File: src/rtl/mmio_port_responder_pkg.sv
// rtl/mmio_port_responder_pkg.sv - shared offsets, bit indices and defaults for the MMIO port responder
package mmio_port_responder_pkg;

  localparam logic [31:0] DEFAULT_BASE_ADDR = 32'h1001_0040;

  localparam logic [4:0] OFF_OUT    = 5'h00;
  localparam logic [4:0] OFF_IN     = 5'h04;
  localparam logic [4:0] OFF_STATUS = 5'h08;
  localparam logic [4:0] OFF_COUNT  = 5'h0C;
  localparam logic [4:0] OFF_CTRL   = 5'h10;

  localparam int STATUS_CHG     = 0;
  localparam int STATUS_OVF     = 1;
  localparam int STATUS_CLR_CNT = 2;

  localparam int CTRL_IE        = 0;
  localparam int CTRL_CLR_ON_RD = 1;

  // A register exists at word-aligned offsets up to and including CTRL.
  function automatic logic reg_exists(logic [4:0] off);
    return (off[1:0] == 2'b00) && (off <= OFF_CTRL);
  endfunction

endpackage

File: src/rtl/mmio_port_responder_if.sv
// rtl/mmio_port_responder_if.sv - data-memory bus bundle between processor and I/O responder
interface mmio_port_responder_if;

  logic [31:0] Address;
  logic [31:0] WriteData;
  logic        MemWrite;
  logic        MemRead;
  logic [31:0] ReadData;
  logic        Hit;

  modport master (
    output Address, WriteData, MemWrite, MemRead,
    input  ReadData, Hit
  );

  modport slave (
    input  Address, WriteData, MemWrite, MemRead,
    output ReadData, Hit
  );

endinterface

File: src/rtl/mmio_port_responder_sync_edge_detect.sv
// rtl/mmio_port_responder_sync_edge_detect.sv - three-flop input synchroniser with change detection
module mmio_port_responder_sync_edge_detect #(
  parameter int IN_WIDTH = 8
) (
  input  logic                clk,
  input  logic                reset,
  input  logic [IN_WIDTH-1:0] async_in,
  output logic [IN_WIDTH-1:0] sync_out,
  output logic                change_evt
);

  logic [IN_WIDTH-1:0] ff1_q, ff1_d;
  logic [IN_WIDTH-1:0] ff2_q, ff2_d;
  logic [IN_WIDTH-1:0] ff3_q, ff3_d;

  // Shift the pins one stage per clock; ff1 may be metastable, so only ff2/ff3 are observed.
  always_comb begin
    ff1_d = async_in;
    ff2_d = ff1_q;
    ff3_d = ff2_q;
  end

  // Synchroniser stages, cleared so a held nonzero input yields one event after reset release.
  always_ff @(posedge clk or negedge reset) begin
    if (!reset) begin
      ff1_q <= '0;
      ff2_q <= '0;
      ff3_q <= '0;
    end else begin
      ff1_q <= ff1_d;
      ff2_q <= ff2_d;
      ff3_q <= ff3_d;
    end
  end

  assign sync_out   = ff2_q;
  assign change_evt = (ff2_q != ff3_q);

endmodule

File: src/rtl/mmio_port_responder.sv
// rtl/mmio_port_responder.sv - memory-mapped I/O port with change flags, edge counter and interrupt
module mmio_port_responder
  import mmio_port_responder_pkg::*;
#(
  parameter logic [31:0] BASE_ADDR = DEFAULT_BASE_ADDR,
  parameter int          IN_WIDTH  = 8,
  parameter int          CNT_WIDTH = 16
) (
  input  logic                clk,
  input  logic                reset,
  mmio_port_responder_if.slave bus,
  input  logic [IN_WIDTH-1:0] PortIn,
  output logic [31:0]         PortOut,
  output logic                IrqOut
);

  localparam logic [CNT_WIDTH-1:0] CNT_ONE = CNT_WIDTH'(1);

  logic [4:0]           offset;
  logic                 hit;
  logic                 wr_en;
  logic                 rd_en;
  logic [IN_WIDTH-1:0]  sync_in;
  logic                 change_evt;

  logic [31:0]          out_q, out_d;
  logic                 chg_q, chg_d;
  logic                 ovf_q, ovf_d;
  logic [CNT_WIDTH-1:0] count_q, count_d;
  logic                 ie_q, ie_d;
  logic                 clr_on_rd_q, clr_on_rd_d;

  logic                 sts_wr;
  logic                 clr_chg;
  logic                 clr_ovf;
  logic                 clr_cnt;
  logic [31:0]          rdata;

  mmio_port_responder_sync_edge_detect #(
    .IN_WIDTH (IN_WIDTH)
  ) u_sync (
    .clk        (clk),
    .reset      (reset),
    .async_in   (PortIn),
    .sync_out   (sync_in),
    .change_evt (change_evt)
  );

  assign offset = bus.Address[4:0];
  assign hit    = (bus.Address[31:5] == BASE_ADDR[31:5]) && reg_exists(offset);
  assign wr_en  = bus.MemWrite & hit;
  assign rd_en  = bus.MemRead & hit;

  // Combinational load data from current state; a simultaneous store still returns the old value.
  always_comb begin
    rdata = '0;
    if (hit) begin
      case (offset)
        OFF_OUT:    rdata = out_q;
        OFF_IN:     rdata = 32'(sync_in);
        OFF_STATUS: rdata = {30'b0, ovf_q, chg_q};
        OFF_COUNT:  rdata = 32'(count_q);
        OFF_CTRL:   rdata = {30'b0, clr_on_rd_q, ie_q};
        default:    rdata = '0;
      endcase
    end
  end

  // Next register state: stores, read-clear of STATUS, and change events (set beats clear).
  always_comb begin
    sts_wr  = wr_en && (offset == OFF_STATUS);
    clr_chg = (sts_wr && bus.WriteData[STATUS_CHG]) ||
              (rd_en && (offset == OFF_STATUS) && clr_on_rd_q);
    clr_ovf = (sts_wr && bus.WriteData[STATUS_OVF]) ||
              (rd_en && (offset == OFF_STATUS) && clr_on_rd_q);
    clr_cnt = sts_wr && bus.WriteData[STATUS_CLR_CNT];

    out_d       = out_q;
    ie_d        = ie_q;
    clr_on_rd_d = clr_on_rd_q;
    if (wr_en && (offset == OFF_OUT)) begin
      out_d = bus.WriteData;
    end
    if (wr_en && (offset == OFF_CTRL)) begin
      ie_d        = bus.WriteData[CTRL_IE];
      clr_on_rd_d = bus.WriteData[CTRL_CLR_ON_RD];
    end

    chg_d = change_evt | (chg_q & ~clr_chg);
    // A counter clear in the same edge restarts from zero, so it cannot overflow.
    ovf_d = (change_evt & ~clr_cnt & (&count_q)) | (ovf_q & ~clr_ovf);

    if (clr_cnt) begin
      count_d = change_evt ? CNT_ONE : '0;
    end else if (change_evt) begin
      count_d = count_q + CNT_ONE;
    end else begin
      count_d = count_q;
    end
  end

  // Register file with asynchronous clear so a reset mid-access drops all state immediately.
  always_ff @(posedge clk or negedge reset) begin
    if (!reset) begin
      out_q       <= '0;
      chg_q       <= 1'b0;
      ovf_q       <= 1'b0;
      count_q     <= '0;
      ie_q        <= 1'b0;
      clr_on_rd_q <= 1'b0;
    end else begin
      out_q       <= out_d;
      chg_q       <= chg_d;
      ovf_q       <= ovf_d;
      count_q     <= count_d;
      ie_q        <= ie_d;
      clr_on_rd_q <= clr_on_rd_d;
    end
  end

  assign bus.ReadData = rdata;
  assign bus.Hit      = hit;
  assign PortOut      = out_q;
  assign IrqOut       = chg_q & ie_q;

endmodule
File: src/flat_wrapper.sv
// flat-port wrapper written by rule: the top's interface ports become plain ports
module mmio_port_responder_flat import mmio_port_responder_pkg::*;
#(
  parameter logic [31:0] BASE_ADDR = DEFAULT_BASE_ADDR,
  parameter int          IN_WIDTH  = 8,
  parameter int          CNT_WIDTH = 16
)
  (clk, reset, PortIn, PortOut, IrqOut, bus_Address, bus_WriteData, bus_MemWrite, bus_MemRead, bus_ReadData, bus_Hit);
  mmio_port_responder_if bus_i ();
  input  logic clk;
  input  logic reset;
  input  logic [IN_WIDTH-1:0] PortIn;
  output logic [31:0] PortOut;
  output logic IrqOut;
  input wire logic [$bits(bus_i.Address)-1:0] bus_Address;
  input wire logic [$bits(bus_i.WriteData)-1:0] bus_WriteData;
  input wire logic [$bits(bus_i.MemWrite)-1:0] bus_MemWrite;
  input wire logic [$bits(bus_i.MemRead)-1:0] bus_MemRead;
  output wire logic [$bits(bus_i.ReadData)-1:0] bus_ReadData;
  output wire logic [$bits(bus_i.Hit)-1:0] bus_Hit;
  assign bus_i.Address = bus_Address;
  assign bus_i.WriteData = bus_WriteData;
  assign bus_i.MemWrite = bus_MemWrite;
  assign bus_i.MemRead = bus_MemRead;
  assign bus_ReadData = bus_i.ReadData;
  assign bus_Hit = bus_i.Hit;
  mmio_port_responder #(.BASE_ADDR(BASE_ADDR), .IN_WIDTH(IN_WIDTH), .CNT_WIDTH(CNT_WIDTH)) u_core (.clk(clk), .reset(reset), .bus(bus_i), .PortIn(PortIn), .PortOut(PortOut), .IrqOut(IrqOut));
endmodule
File: config.mk
export PLATFORM = sky130hd
export DESIGN_NAME = mmio_port_responder_flat
export DESIGN_NICKNAME = d
export VERILOG_FILES = /design/src/rtl/mmio_port_responder_pkg.sv /design/src/rtl/mmio_port_responder_if.sv /design/src/rtl/mmio_port_responder_sync_edge_detect.sv /design/src/rtl/mmio_port_responder.sv /design/src/flat_wrapper.sv
export SDC_FILE = /design/constraint.sdc
export NUM_CORES = 1
export LEC_CHECK = 0
export ABC_AREA = 0
export CELL_PAD_IN_SITES_DETAIL_PLACEMENT = 1
export CELL_PAD_IN_SITES_GLOBAL_PLACEMENT = 1
export CORE_MARGIN = 1
export CORE_UTILIZATION = 34
export CTS_CLUSTER_SIZE = 8
export DETAILED_ROUTE_END_ITERATION = 10
export HOLD_SLACK_MARGIN = 0.05
export PLACE_DENSITY = 0.79
export SLEW_MARGIN = 20
export SYNTH_ARGS = -nofsm -noshare
export SYNTH_HDL_FRONTEND = slang
export SYNTH_HIERARCHICAL = 1
export SYNTH_SLANG_ARGS = --single-unit
export TNS_END_PERCENT = 10
File: constraint.sdc
create_clock -name clk -period 3.4 [get_ports clk]
set_clock_uncertainty 0.2 [all_clocks]
set_input_delay 0.68 -clock clk [delete_from_list [all_inputs] [get_ports clk]]
set_output_delay 0.68 -clock clk [all_outputs]
set_load 0.01 [all_outputs]
==> results of run 1 <==
## per-layer routing
layer	part of all wire (%)	GRT usage [%]	routed length (um)
met1	41	25.3	4900
met5	0	0	0
met2	52	37.3	6200
met3	4.6	5.27	556
met4	2.6	7.53	308
## where the power goes
| part | total, mW | leakage (nW) | switching (mW) | internal, mW |
|---|---|---|---|---|
| clock network | 0.710 | 0.0999 | 0.348 | 0.363 |
| logic | 0.298 | 1.60 | 0.142 | 0.156 |
| registers | 1.04 | 0.980 | 0.0778 | 0.961 |
| total | 2.05 | 2.68 | 0.568 | 1.48 |
## state kept, by name, summed over array words and instances (netlist names)
name,cells
u_core/PortOut,32
u_core/chg_q,1
u_core/count_q,16
u_core/ovf_q,1
u_core/ie_q,1
u_core/u_sync/ff1_q,8
u_core/u_sync/sync_out,8
u_core/u_sync/ff3_q,8
u_core/clr_on_rd_q,1
## cell usage in the layout, fill, tap and decap left out, drive strengths merged, types with 2 or more instances in the layout
cell type,n
a21oi,7
o41ai,2
mux2i,7
and2,28
dfrtp,76
nand3,7
nand2b,2
dlygate4sd2,22
nor3,3
o21ai,10
nor4,12
dlymetal6s2s,10
or3,4
mux2,38
a22oi,9
nor2,21
nor2b,2
or4,3
clkbuf,14
and3,2
o31ai,2
nand4,7
a32oi,2
xnor2,3
clkinv,2
nor4b,3
buf,66
inv,4
xor2,14
nand2,16
clkdlybuf4s50,79
## worst max-delay path, stage by stage
cell and delay (ns):
dlygate4sd2_1 0.26, nor4b_4 0.33, nand4_4 0.15, buf_6 0.16, nor4b_4 0.31, buf_4 0.20, buf_6 0.12, and2_1 0.12
buf_2 0.12
## timing repair
item | in CTS | in global routing
buffers inserted | 14 | 0
cloned | 1 | 0
gates resized for setup | 144 | 29
pin swaps | 12 | 11
endpoints found under the setup margin | 33 | 31
## logic make-up after synthesis
group / synth area share [%]
buf+inv: 2.81
mux: 16.1
fa+ha+maj: 0.330
flops: 50.2
xor+xnor: 3.93
simple gates: 20.6
compound gates: 6.04
## final cells by class
| type | instances | area, um2 |
|---|---|---|
| Clock buffer | 11 | 141 |
| Tap cell | 140 | 175 |
| Timing Repair Buffer | 180 | 1610 |
| Clock inverter | 5 | 60.1 |
| Multi-Input combinational cell | 212 | 1850 |
| Inverter | 3 | 11.3 |
| Sequential cell | 76 | 1900 |
| Fill cell | 1170 | 5090 |
## per-stage QoR
stage	setup slack, ns	setup TNS [ns]	instance area, um2	hold WS [ns]	instances
6_report	0.0819	0	5750	0.153	627
5_1_grt	0.00146	0	5750	0.165	627
4_1_cts	-0.0278	-0.165	5730	0.154	628
3_5_place_dp	-0.558	-16.41	5480	0.136	597
3_3_place_gp	-0.534	-15.47	5480	0.135	597
2_1_floorplan	0.388	0	3790	0.131	306
## path summary, 6_finish.rpt
kind	end	slack, ns	depth (start not counted)
min in group asynchronous	u_core/u_sync/ff3_q[7]	0.28	1
worst max register to register	u_core/count_q[12]	0.85	7
worst min-delay path	u_core/u_sync/sync_out[0]	0.15	0
worst max-delay path	bus_ReadData[28]	0.08	9
max in group asynchronous	u_core/PortOut[11]	2.11	1
worst min register to register	u_core/u_sync/sync_out[0]	0.15	0
==> impl_results.md, run 1 <==
- Post-synth ARST share: 100%
- Critical path origin: bus_Address[31]
- # hold bufs at CTS: 0
- Total Wirelength: 12000 um
- Power, Total: 2.05 mW
- TritonCTS Buffers: 9
- Status: completed
- Ys flop type: dfrtp_1
- Syn nets: 383
- Final worst-path cycle share: 97.6%
- Initial antenna violation count: 0
- CTS Buffer Depth: 2
- Drt first-iter violations: 85
- Max_slew headroom: 37.1%
- Power per Cell Area: 356 nW/um2
- Vias in the first global route: 3623
- Total congestion overflow: 0
- N_diodes: 0
- CP required: 2.52 ns
- Post-synth top cells: dfrtp_1 (76), mux2_4 (30), and2_1 (28), nor2_1 (21), nand2_1 (16)
- First-pass GRT wire length: 18700 um
- Nature of the critical path endpoint: output port
- Core area: 10800 um2
- Most common cell in the synthesized netlist: dfrtp_1
- TritonCTS clock tree: done
- Num rows: 38
- Fin util: 53.0%
- Share of layout cells above drive strength 1: 30.4%
- RSZ-0062 raised after global routing: false
- Hold path startpoint: u_core/u_sync/ff1_q[0]
- Port bufs: 141
- Die height: 108 um
- Die W: 108 um
- Starting Density: 34.9%
- Sequential element share of the synthesized area: 50.2%
- Distinct cells, synth: 44
- Element type at the critical path start: primary input
- Final setup vio count: 0
- Final Hold Fails: 0
- Top cell type's share of synthesized area: 50.2%
- EDFF count, synth: 0
- Root Driver: clkbuf_8
- Cell taking the most area after synthesis: dfrtp_1
- Crit path kind: in -> out
- Leakage: 2.68 nW
- YS warnings: 6
- Launching point of the worst reg2reg path: u_core/u_sync/sync_out[1]
- Synth area leaders: dfrtp_1 (50%), mux2_4 (12%), and2_1 (4.6%)
- Post-DP HPWL: 8500 um
- Nets@finish: 559
- Flops & latches, synth: 76
- Clock Sinks: 76
- Worst-Margin Slew: 0.944 ns
- WL/cell: 19.1 um
- Routed vias: 3156
- Synth Cell Area: 3790 um2
- Worst Hold Class: reg -> reg
- Largest net degree at the start of global routing: 77
- Placer congestion estimate: 0.763
- Skew-Pair Late Insertion Delay: 0.34 ns
- # IOs: 142
- DRC: 0
- Total iterations of the first detailed-routing run: 4
- Worst Path Max Fanout: 5
- Area delta synth->final: 51.8%
- Die ar.: 11600 um2
- Syn_area_per_cell: 12.4 um2
- Crit path time final: 3.32 ns
- Critical path arrival: 2.44 ns
- Max Slew Vio Count: 0
- Max Freq: 0.301 GHz
- Max Cap Violations: 0
- Clock transition at path regs: 0.08 ns
- H-tree levels: 3
- Routed vias/inst: 5.03
- Mapped Cells: 306
- Worst IR drop on VDD: 182 uV
- Antenna viol nets, final: 0
- Total global-route track usage: 21.3%
Power figures use the tool's default switching activity.
==> run 2: changes to the inputs <==
--- a/config.mk
+++ b/config.mk
@@ -6,8 +6,10 @@
 export NUM_CORES = 1
 export LEC_CHECK = 0
 export ABC_AREA = 0
+export CAP_MARGIN = 20
 export CELL_PAD_IN_SITES_DETAIL_PLACEMENT = 1
 export CELL_PAD_IN_SITES_GLOBAL_PLACEMENT = 1
+export CORE_ASPECT_RATIO = 2
 export CORE_MARGIN = 1
 export CORE_UTILIZATION = 34
 export CTS_CLUSTER_SIZE = 8
==> run 2 against run 1 <==
  * Non-clock buffer count decreased by 1
  * Core utilization grew 1.2 points
  * Final area rose by 2.6%
  * Combinational power about the same
  * Worst hold slack got worse by 0.0021 ns
  * Maximum frequency decreased by 1.6%
==> impl_results.md, run 2 (same netlist as run 1, synthesis figures left out) <==
- Status: completed
- # hold bufs at CTS: 0 (unchanged)
- Max Cap Violations: 0 (unchanged)
- CTS Buffer Depth: 2 (unchanged)
- Num rows: 54 (+42%)
- Worst Hold Class: reg -> reg
- Non-filler instance count after layout: 626 (-0.16%)
- RSZ-0062 raised after global routing: true
- Leakage: 2.70 nW (+0.60%)
- Sw frac: 26.5% (-1.2 points)
- Initial antenna violation count: 0 (unchanged)
- Cells on worst reg2reg path: 7 (unchanged)
- Die W: 76.6 um (-29%)
- Element type at the critical path start: primary input
- Die ar.: 11600 um2 (+0.22%)
- Area delta synth->final: 55.7%
- Max Freq: 0.297 GHz (-1.6%)
- Nature of the critical path endpoint: output port
- H-tree levels: 3 (unchanged)
- Core area: 10900 um2 (+0.35%)
- Max_slew headroom: 36.2% (-0.87 points)
- Placer congestion estimate: 0.826 (+8.2%)
- Largest net degree at the start of global routing: 77 (unchanged)
- Critical path cell sequence: dlygate4sd2_1, nor4_4, nand2_1, or3_4, nor2_1, clkdlybuf4s50_1
- Routed vias: 3201 (+1.4%)
- Routed vias/inst: 5.11 (+1.6%)
- Port bufs: 141 (unchanged)
- Total global-route track usage: 22.0% (+0.69 points)
- TritonCTS clock tree: done
- Crit path time final: 3.37 ns (+0.0531 ns)
- Crit path kind: in -> out
- Logic gate share of total power: 12.9% (-1.7 points)
- TritonCTS Buffers: 9 (unchanged)
- Worst IR drop on VDD: 276 uV (+51%)
- Antenna viol nets, final: 0 (unchanged)
- Total congestion overflow: 0 (unchanged)
- Skew-Pair Late Insertion Delay: 0.34 ns (about the same)
- Cells after DPL: 595 (-0.34%)
- Most frequent cells in the layout: clkdlybuf4s50_1 (76), dfrtp_1 (76), mux2_4 (30)
- Max Slew Vio Count: 0 (unchanged)
- Clock Sinks: 76 (unchanged)
- Root Driver: clkbuf_16
- Critical path arrival: 2.49 ns (+0.05 ns)
- WP depth: 6 (-3)
- Buf/Inv on CP: 2 (-3)
- CP required: 2.52 ns (about the same)
- Power per Cell Area: 390 nW/um2 (+9.6%)
- Final worst-path cycle share: 99.2% (+1.6 points)
- Final Hold Fails: 0 (unchanged)
- Power, Total: 2.30 mW (+12%)
- WL/cell: 19.5 um (+2.0%)
- Switching power total: 0.611 mW (+7.6%)
- Max stage delay on crit path: 0.55 ns (+0.22 ns)
- N_diodes: 0 (unchanged)
- Worst Path Max Fanout: 9 (+4)
- Nets@finish: 558 (-0.18%)
- Worst-Margin Slew: 0.957 ns (+0.0130 ns)
- Largest register FFs: 32 (unchanged)
- Starting Density: 34.8% (-0.12 points)
- Hold_ws: 0.151 ns (-0.00215 ns)
- Sequential share of power: 45.1% (-5.6 points)
- Total iterations of the first detailed-routing run: 4 (unchanged)
- Worst path slowest cell: clkdlybuf4s50_1
- Clock transition at path regs: 0.06 ns (-0.02 ns)
- Die height: 151 um (+41%)
- Clock power share: 41.9% (+7.2 points)
- Total Wirelength: 12200 um (+1.9%)
- Final setup vio count: 0 (unchanged)
- Internal Power: 1.69 mW (+14%)
- Vias in the first global route: 3615 (-0.22%)
- Drt first-iter violations: 78 (-8.2%)
- Family with the most delay on the worst path: simple AND/OR/NAND/NOR gates
- # IOs: 142 (unchanged)
- DRC: 0 (unchanged)
- Post-DP HPWL: 8610 um (+1.3%)
- Share of layout cells above drive strength 1: 28.8% (-1.6 points)
- Finished Cell Area: 5900 um2 (+2.6%)
- Hold Path Stages: 0 (unchanged)
- First-pass GRT wire length: 19000 um (+1.4%)
- Post-DP Area: 5490 um2 (+0.18%)
-- run 2: changes by cell type in the layout (fill, tap and decap cells not counted), moves of 5 or more --
cell             delta
clkbuf_2            +5
clkbuf_8           -10
buf_2               -9
dlymetal6s2s_1      -6
clkbuf_16           +9
clkdlybuf4s15_1    +13
-- run 2: cell type report --
cell class / count / area, um2
Clock buffer: 10 / 229
Clock inverter: 6 / 72.6
Timing Repair Buffer: 179 / 1670
Inverter: 3 / 11.3
Sequential cell: 76 / 1900
Fill cell: 1153 / 4980
Multi-Input combinational cell: 212 / 1840
Tap cell: 140 / 175
-- run 2: final timing paths --
check	endpoint	slack, ns	from
hold / removal	u_core/u_sync/sync_out[3]	0.15	u_core/u_sync/ff1_q[3]
max in group asynchronous	u_core/PortOut[10]	2.08	reset
hold reg to reg	u_core/u_sync/sync_out[3]	0.15	u_core/u_sync/ff1_q[3]
setup / recovery	bus_ReadData[13]	0.03	bus_Address[8]
setup reg to reg	u_core/count_q[14]	0.85	u_core/u_sync/sync_out[2]
min in group asynchronous	u_core/PortOut[5]	0.28	reset
-- run 2: stage by stage --
| stage | setup slack, ns | TNS (ns) | util (%) |
|---|---|---|---|
| final | 0.0288 | 0 | 54.2 |
| after global routing | -0.0545 | -0.266 | 54.2 |
| after CTS | 0.00239 | 0 | 54.1 |
| after detailed placement | -0.524 | -15.49 | 50.4 |
| after global placement | -0.480 | -14.49 | 50.4 |
| after floorplan | 0.388 | 0 | - |
-- run 2: per-layer routing --
| layer | track usage [%] | up-vias | wire length (um) |
|---|---|---|---|
| li1 | - | 1444 | - |
| met1 | 20.3 | 1619 | 4070 |
| met2 | 43.5 | 109 | 7220 |
| met3 | 3.86 | 29 | 477 |
| met4 | 14.1 | 0 | 428 |
| met5 | 0 | - | 0 |
-- run 2: power by group through the flow --
stage          Combinational (mW)  Sequential, mW  Clock, mW
2_1_floorplan               0.158            1.02          0
3_3_place_gp                0.287            1.05          0
6_report                    0.297            1.04      0.965
4_1_cts                     0.298            1.04      0.982
3_5_place_dp                0.303            1.05          0
5_1_grt                     0.331            1.05       1.02
-- run 2: worst reg2reg max path: stages, from the launching register on --
cell and delay [ns]:
dfrtp_1 0.42, xor2_1 0.16, nor4_1 0.45, nand2_1 0.36
and4_1 0.40, nand4_1 0.24, or3_1 0.15, a21oi_1 0.06
-- run 2: timing repair --
| item | CTS | global route |
|---|---|---|
| setup buffers | 12 | 2 |
| gates resized for setup | 132 | 34 |
| endpoints found under the setup margin | 33 | 27 |
| pin swaps | 14 | 4 |
| hold endpoints to repair | 0 | 0 |
| gates cloned | 1 | 0 |
